### config.mk
export PLATFORM = sky130hd
export DESIGN_NAME = txn_profile_recorder
export DESIGN_NICKNAME = d
export VERILOG_FILES = /design/src/rtl/txn_profile_recorder.sv
export SDC_FILE = /design/constraint.sdc
export NUM_CORES = 1
export LEC_CHECK = 0
export CORE_MARGIN = 2
export CORE_UTILIZATION = 30
export CTS_CLUSTER_DIAMETER = 120
export DETAILED_ROUTE_END_ITERATION = 7
export SLEW_MARGIN = 10
export SYNTH_ARGS = -nofsm -noshare
export SYNTH_HDL_FRONTEND = slang
export SYNTH_SLANG_ARGS = --single-unit
### constraint.sdc
create_clock -name ap_clk -period 9.84 [get_ports ap_clk]
set_input_delay 1.968 -clock ap_clk [delete_from_list [all_inputs] [get_ports ap_clk]]
set_output_delay 1.968 -clock ap_clk [all_outputs]
set_load 0.005 [all_outputs]
### src/rtl/txn_profile_recorder.sv
// txn_profile_recorder: per-transaction latency/iteration/stall profiler with a record FIFO
// Ports: ap_clk/ap_rst_n clock and async active-low reset; clr sync clear
//   ap_start/ap_done kernel handshake; iter_end_en/stall pipeline taps
//   rec_* head record with rec_valid/rec_ready handshake; busy open transaction
//   drop_cnt saturating count of records lost to a full FIFO
module txn_profile_recorder #(
  parameter int CNT_W  = 32,
  parameter int ITER_W = 16,
  parameter int DEPTH  = 8,
  parameter int DROP_W = 16
) (
  input  logic              ap_clk,
  input  logic              ap_rst_n,
  input  logic              clr,
  input  logic              ap_start,
  input  logic              ap_done,
  input  logic              iter_end_en,
  input  logic              stall,
  output logic              rec_valid,
  input  logic              rec_ready,
  output logic [CNT_W-1:0]  rec_start_ts,
  output logic [CNT_W-1:0]  rec_latency,
  output logic [ITER_W-1:0] rec_iters,
  output logic [CNT_W-1:0]  rec_stalls,
  output logic              rec_sat,
  output logic              busy,
  output logic [DROP_W-1:0] drop_cnt
);
  localparam int AW = $clog2(DEPTH);
  localparam int PW = AW + 1;
  localparam int RW = 3 * CNT_W + ITER_W + 1;
  typedef enum logic {IDLE, ACTIVE} state_t;
  state_t state, state_n;
  logic [CNT_W-1:0] ts, ts0_q, ts0_n, lat_q, lat_n, st_q, st_n, st_b;
  logic [ITER_W-1:0] it_q, it_n, it_b;
  logic sat_q, sat_n, act, win, it_ev, push, pop, full, empty, wr_en, drop;
  logic [PW-1:0] wr_ptr, rd_ptr;
  logic [RW-1:0] mem [DEPTH];
  logic [RW-1:0] head;
  // The *_n values are the running totals including the current cycle; in IDLE
  // they restart from zero so the start cycle itself is counted.
  assign act = state == ACTIVE;
  assign win = act | ap_start;
  assign it_ev = iter_end_en & ~stall;
  assign it_b = act ? it_q : '0;
  assign st_b = act ? st_q : '0;
  assign ts0_n = act ? ts0_q : ts;
  assign lat_n = !act ? '0 : (&lat_q) ? lat_q : lat_q + CNT_W'(1);
  assign it_n = (it_ev & ~(&it_b)) ? it_b + ITER_W'(1) : it_b;
  assign st_n = (stall & ~(&st_b)) ? st_b + CNT_W'(1) : st_b;
  // Saturation is flagged when an increment is attempted on an all-ones count.
  assign sat_n = (act & (sat_q | (&lat_q))) | (it_ev & (&it_b)) | (stall & (&st_b));
  assign push = win & ap_done & ~clr;
  assign empty = wr_ptr == rd_ptr;
  assign full = (wr_ptr ^ rd_ptr) == {1'b1, {AW{1'b0}}};
  assign pop = ~empty & rec_ready;
  assign wr_en = push & (~full | pop);
  assign drop = push & full & ~pop;
  assign head = mem[rd_ptr[AW-1:0]];
  assign rec_valid = ~empty;
  assign {rec_start_ts, rec_latency, rec_iters, rec_stalls, rec_sat} = rec_valid ? head : '0;
  assign busy = act;
  always_comb begin
    state_n = IDLE;
    state_n = clr ? IDLE : (win & ~ap_done) ? ACTIVE : IDLE;
  end
  always_ff @(posedge ap_clk or negedge ap_rst_n)
    if (!ap_rst_n) state <= IDLE;
    else state <= state_n;
  always_ff @(posedge ap_clk or negedge ap_rst_n)
    if (!ap_rst_n) begin
      ts <= '0;
      ts0_q <= '0;
      lat_q <= '0;
      it_q <= '0;
      st_q <= '0;
      sat_q <= 1'b0;
      wr_ptr <= '0;
      rd_ptr <= '0;
      drop_cnt <= '0;
    end else begin
      ts <= ts + CNT_W'(1);
      ts0_q <= ts0_n;
      lat_q <= lat_n;
      it_q <= it_n;
      st_q <= st_n;
      sat_q <= sat_n;
      wr_ptr <= clr ? '0 : wr_ptr + PW'(wr_en);
      rd_ptr <= clr ? '0 : rd_ptr + PW'(pop);
      drop_cnt <= clr ? '0 : (drop & ~(&drop_cnt)) ? drop_cnt + DROP_W'(1) : drop_cnt;
    end
  always_ff @(posedge ap_clk)
    if (wr_en) mem[wr_ptr[AW-1:0]] <= {ts0_n, lat_n, it_n, st_n, sat_n};
endmodule

## Yosys cells after proc, flatten, opt, wreduce, memory -nomap -nowiden

Memories as Yosys holds them, arrays and structs flattened.
Cells that the tools add are included.

- Register bits: 170
- Memory bits (writable): 904
- Bits of input ports: 8
- Output and inout bits: 131
- Word-level logic and storage cells: 70
- Memories: 1

Memories:

| memory | words | bits a word | read ports | clocked after Yosys merged registers in | write ports | line | source |
|---|---|---|---|---|---|---|---|
| mem | 8 | 113 | 1 | 0 | 1 | 38 | `logic [RW-1:0] mem [DEPTH];` |

- Add/sub/neg operators: 7
- Eq/ne operators: 2
- Mux-type cells: 16
- Bitwise operators: 29
- Reductions and logical operators: 5

Operators with widths:

| kind | number |
|---|---|
| $mux W32 | 5 |
| $mux W113 | 1 |
| $add A32 B1 Y32 const B | 3 |
| $mux W16 | 4 |
| $reduce_and A32 Y1 | 2 |
| $add A16 B1 Y16 const B | 2 |
| $reduce_and A16 Y1 | 2 |
| $and A1 B1 Y1 | 14 |
| $not A1 Y1 | 9 |
| $add A4 B1 Y4 | 2 |
| $mux W4 | 2 |
| $or A1 B1 Y1 | 5 |
| $eq A4 B4 Y1 | 1 |
| $eq A4 B4 Y1 const B | 1 |
| $mux W1 | 4 |
| $xor A4 B4 Y4 | 1 |
| $reduce_bool A2 Y1 | 1 |

## Depth between registers and ports, before layout

- Depth after elaboration: 8
- Gate-level depth with buffers: 12
- Gate-level depth less buffers: 8

## Least setup slack after synthesis

Ideal clock, no wire load.

- Path type: input -> register
- Start point: input port rec_ready
- End point: memory mem[0][0] (netlist name) (enable)
- Arrival time: 11.059 ns
- Required time: 9.093 ns
- Setup slack: -1.966 ns
- Stages on the path: 4
- Path buffers: 0
- Cells stage by stage: nor2_1 -> a2111oi_0 -> nor2b_1 -> nor3b_1

- Word-level cells in the longest chain between the ends: 5

RTL lines:

| element | line | source |
|---|---|---|
| from (decl) | 20 | `input logic rec_ready,` |
| $and A1 B1 Y1 | 56 | `assign pop = ~empty & rec_ready;` |
| $or A1 B1 Y1 | 57 | `assign wr_en = push & (~full \| pop);` |
| $and A1 B1 Y1 | 57 |  |
| $mux W1 | 93 | `if (wr_en) mem[wr_ptr[AW-1:0]] <= {ts0_n, lat_n, it_n, st_n, sat_n};` |
| $mux W1 (implied by the code) | 93 |  |
| to (decl) | 38 |  |

Every way passes these cells.

## Worst setup path after layout

- Start point: register rd_ptr[1]
- End point: output port rec_start_ts[19]

- Word-level cells in the longest chain between the ends: 2
- Elaborated cells on any way between the ends: 3
- Those cells by class: eq/ne (1); mux (1); memory (1)

RTL lines:

| element | line | source |
|---|---|---|
| from (decl) | 37 | `logic [PW-1:0] wr_ptr, rd_ptr;` |
| from (signal assigned) | 89 | `rd_ptr <= clr ? '0 : rd_ptr + PW'(pop);` |
| $mem_v2 Z8 W113 / $eq A4 B4 Y1 (equally long branches) | n/a |  |
| $mux W113 (*) | 61 | `assign {rec_start_ts, rec_latency, rec_iters, rec_stalls, rec_sat} = rec_valid ? head : '0;` |
| to (decl) | 21 | `output logic [CNT_W-1:0] rec_start_ts,` |

Every way passes the cells marked *; elsewhere a longest branch is shown, timed or not.

==> results.json <==
{
  "status": "finished clean",
  "drtAntennaViolNets": 0,
  "setup_viol": 0,
  "cp_slowest_stage_delay_ns": 0.95,
  "grt_pass1_vias": 22100,
  "vias": 21200,
  "finClkSkew_ns": 0.0493,
  "synthDistinctLibCells": 60,
  "postCtsHoldBufs": 0,
  "final_max_slew_viol_count": 0,
  "rsz0062_at_grt": "no",
  "cts-root-buf": "clkbuf_16",
  "wl_per_cell_um": 21.1,
  "dieWidth_um": 381,
  "yosysTopAreaCellShare": 0.637,
  "crit_path_frequent_cell": "buf_4",
  "cp.arrival_ns": 4.90,
  "layout-drive-gt1-share": 0.195,
  "fin_crit_ns": 6.87,
  "synth_top_cell_by_area": "edfxtp_1",
  "synth_seq_cells": 1074,
  "start_kind": "flop",
  "drv_cap": 0,
  "grt.total_usage": 0.129,
  "synth_area_leaders": "edfxtp_1 (64%), mux4_2 (12%), dfrtp_1 (10%)",
  "design_area_mm2": 0.0500,
  "drc_errors": 0,
  "finalSetupTns_ns": 0,
  "io_buffers": 138,
  "fin_total_pwr_mw": 9.80,
  "nets": 2468,
  "min_path_type": "reg -> reg",
  "powerDensity_mw_per_mm2": 196,
  "cts_sinks": 1074,
  "fp-row-count": 138,
  "routed_via_density": 4.78,
  "startpoint": "rd_ptr[1]",
  "wl_mm": 93.6,
  "die_h_um": 381,
  "dp_hpwl_mm": 51.6,
  "dr.pass1.iters": 5,
  "gr-total-overflow": 0,
  "final_cell_mix": "edfxtp_1 (904), mux4_2 (226), nor2_1 (170)",
  "internal-power_mw": 7.67,
  "avgSynthCellArea_um2": 18.7,
  "worstMarginPinSlew_ns": 1.12,
  "critPathCapture": "rec_start_ts[19]",
  "synth_edf_count": 904,
  "die-area_mm2": 0.145,
  "gp_congestion": 0.755,
  "n_antenna_cell": 0,
  "regToRegSetupSlack_ns": 5.46,
  "power_leakage_nw": 15.1,
  "ctsResizeCount": 0,
  "fin_crit_sh": 0.698,
  "slew_headroom": 0.248,
  "post_dp_cell_area_mm2": 0.0463,
  "final_common_cell": "edfxtp_1",
  "cp_max_fo": 69,
  "pwr-share-seq": 0.503,
  "required_ns": 7.87,
  "async_reset_ff_frac": 0.158,
  "area_growth_pct": 17.5,
  "crit_path_cell_trace": "buf_4 -> buf_4 -> mux4_2 -> mux2i_1 -> nor2_1 -> clkdlybuf4s50_1",
  "fmaxAchievable_mhz": 146,
  "cp-end-kind": "output pin",
  "syn_inst": 2283,
  "syn_area_mm2": 0.0426,
  "clk_latency_ns": 0.72,
  "swShare": 0.218,
  "numCtsBuffers": 111,
  "core_area_mm2": 0.141,
  "cts_setup_buffers": 0,
  "synthesis.nets": 2300,
  "htree_levels": 3,
  "grt_pass1_wl_mm": 143,
  "p_comb_frac": 0.065,
  "io_pins": 139,
  "slowest_stage": "buf_4",
  "ys_seq_area_frac": 0.737,
  "antenna_found_initial": 1,
  "r2r.worst_path.cells": 6,
  "clkTransAtPathRegs_ns": 0.06,
  "clk_path_buf_depth": 3,
  "r2r_start": "rd_ptr[1]",
  "power_frac_clock": 0.432,
  "yosys_most_used_dff": "edfxtp_1",
  "grt_max_degree": 114,
  "yosysWarningCount": 0,
  "tritoncts": "done",
  "start_util": 0.302,
  "irDropWorstVdd_uv": 156,
  "crit_type": "reg -> out",
  "power.switching_mw": 2.14,
  "r2r-end": "mem[2][93]",
  "drt_iter0_drc": 1714,
  "timing_hold_violations_final": 0
}
synthesized netlist by cell type (20+ instances only):
cell type,instances
nor3_1,20
or3_1,20
mux2_2,31
nand4_1,37
nor2_1,171
a21oi_1,40
mux4_2,226
buf_2,21
nand2_1,91
o21ai_0,27
clkbuf_1,61
xor2_1,24
edfxtp_1,904
buf_1,30
xnor2_1,50
nand3_1,43
dfrtp_1,170
mux2i_1,124
state kept, by name (all words and copies together), names as in the netlist:
register / count
rd_ptr: 4
busy: 1
ts: 32
st_q: 32
it_q: 16
wr_ptr: 4
sat_q: 1
ts0_q: 32
drop_cnt: 16
lat_q: 32
mem: 904
stage by stage:
step / worst slack, ns / hold slack (ns) / util / instances
after floorplan: 1.43 / 0.438 / - / 2283
after global placement: 3.61 / 0.480 / 0.328 / 4228
final: 2.97 / 0.491 / 0.354 / 4440
after global routing: 2.65 / 0.514 / 0.354 / 4440
after detailed placement: 3.58 / 0.484 / 0.328 / 4228
after CTS: 2.81 / 0.493 / 0.354 / 4440
per-layer routing:
layer	global-route usage	wire length [um]
met1	0.183	43400
met2	0.209	44900
met3	0.0206	3550
met4	0.0310	1680
met5	0	13
worst min path at each step:
stage,end,startpoint,cells past startpoint
floorplan,ts[31],ts[31],1
global placement,ts[4],ts[4],1
detailed placement,ts[21],ts[21],1
CTS,ts[9],ts[9],1
global route,ts[9],ts[9],1
finish,ts[9],ts[9],1
cells by family after synthesis:
family	count (synthesis)	share of synthesized area
buffers and inverters	131	0.0126
DFF	1074	0.737
muxes	381	0.157
and+or+nand+nor	506	0.0599
AOI/OAI and AO/OA	108	0.0153
adders and majority gates	9	0.00264
xor gates and xnor gates	74	0.0152
area by class of cell:
class / instances / area, um^2
clock inverter: 65 / 651
tap: 1890 / 2360
multi-input combinational: 1078 / 10700
inverter: 14 / 52.6
fill: 13300 / 91200
sequential: 1074 / 31400
timing repair buffer: 172 / 1700
clock buffer: 147 / 3120
power groups by stage:
| stage | clock network [mW] | registers (mW) | logic [mW] |
|---|---|---|---|
| 5_1_grt | 4.54 | 4.93 | 0.704 |
| 3_3_place_gp | 0 | 5.02 | 0.670 |
| 4_1_cts | 4.35 | 4.93 | 0.673 |
| 6_report | 4.23 | 4.93 | 0.640 |
| 3_5_place_dp | 0 | 5.02 | 0.670 |
| 2_1_floorplan | 0 | 5.01 | 0.354 |
critical path, delay by kind of cell, from the launching register on:
kind,cells,cell delay [ns]
buf+inv,3,2.26
simple gates,1,0.10
mux,2,0.89
flops,1,0.90
(Power assumes the default switching activity.)
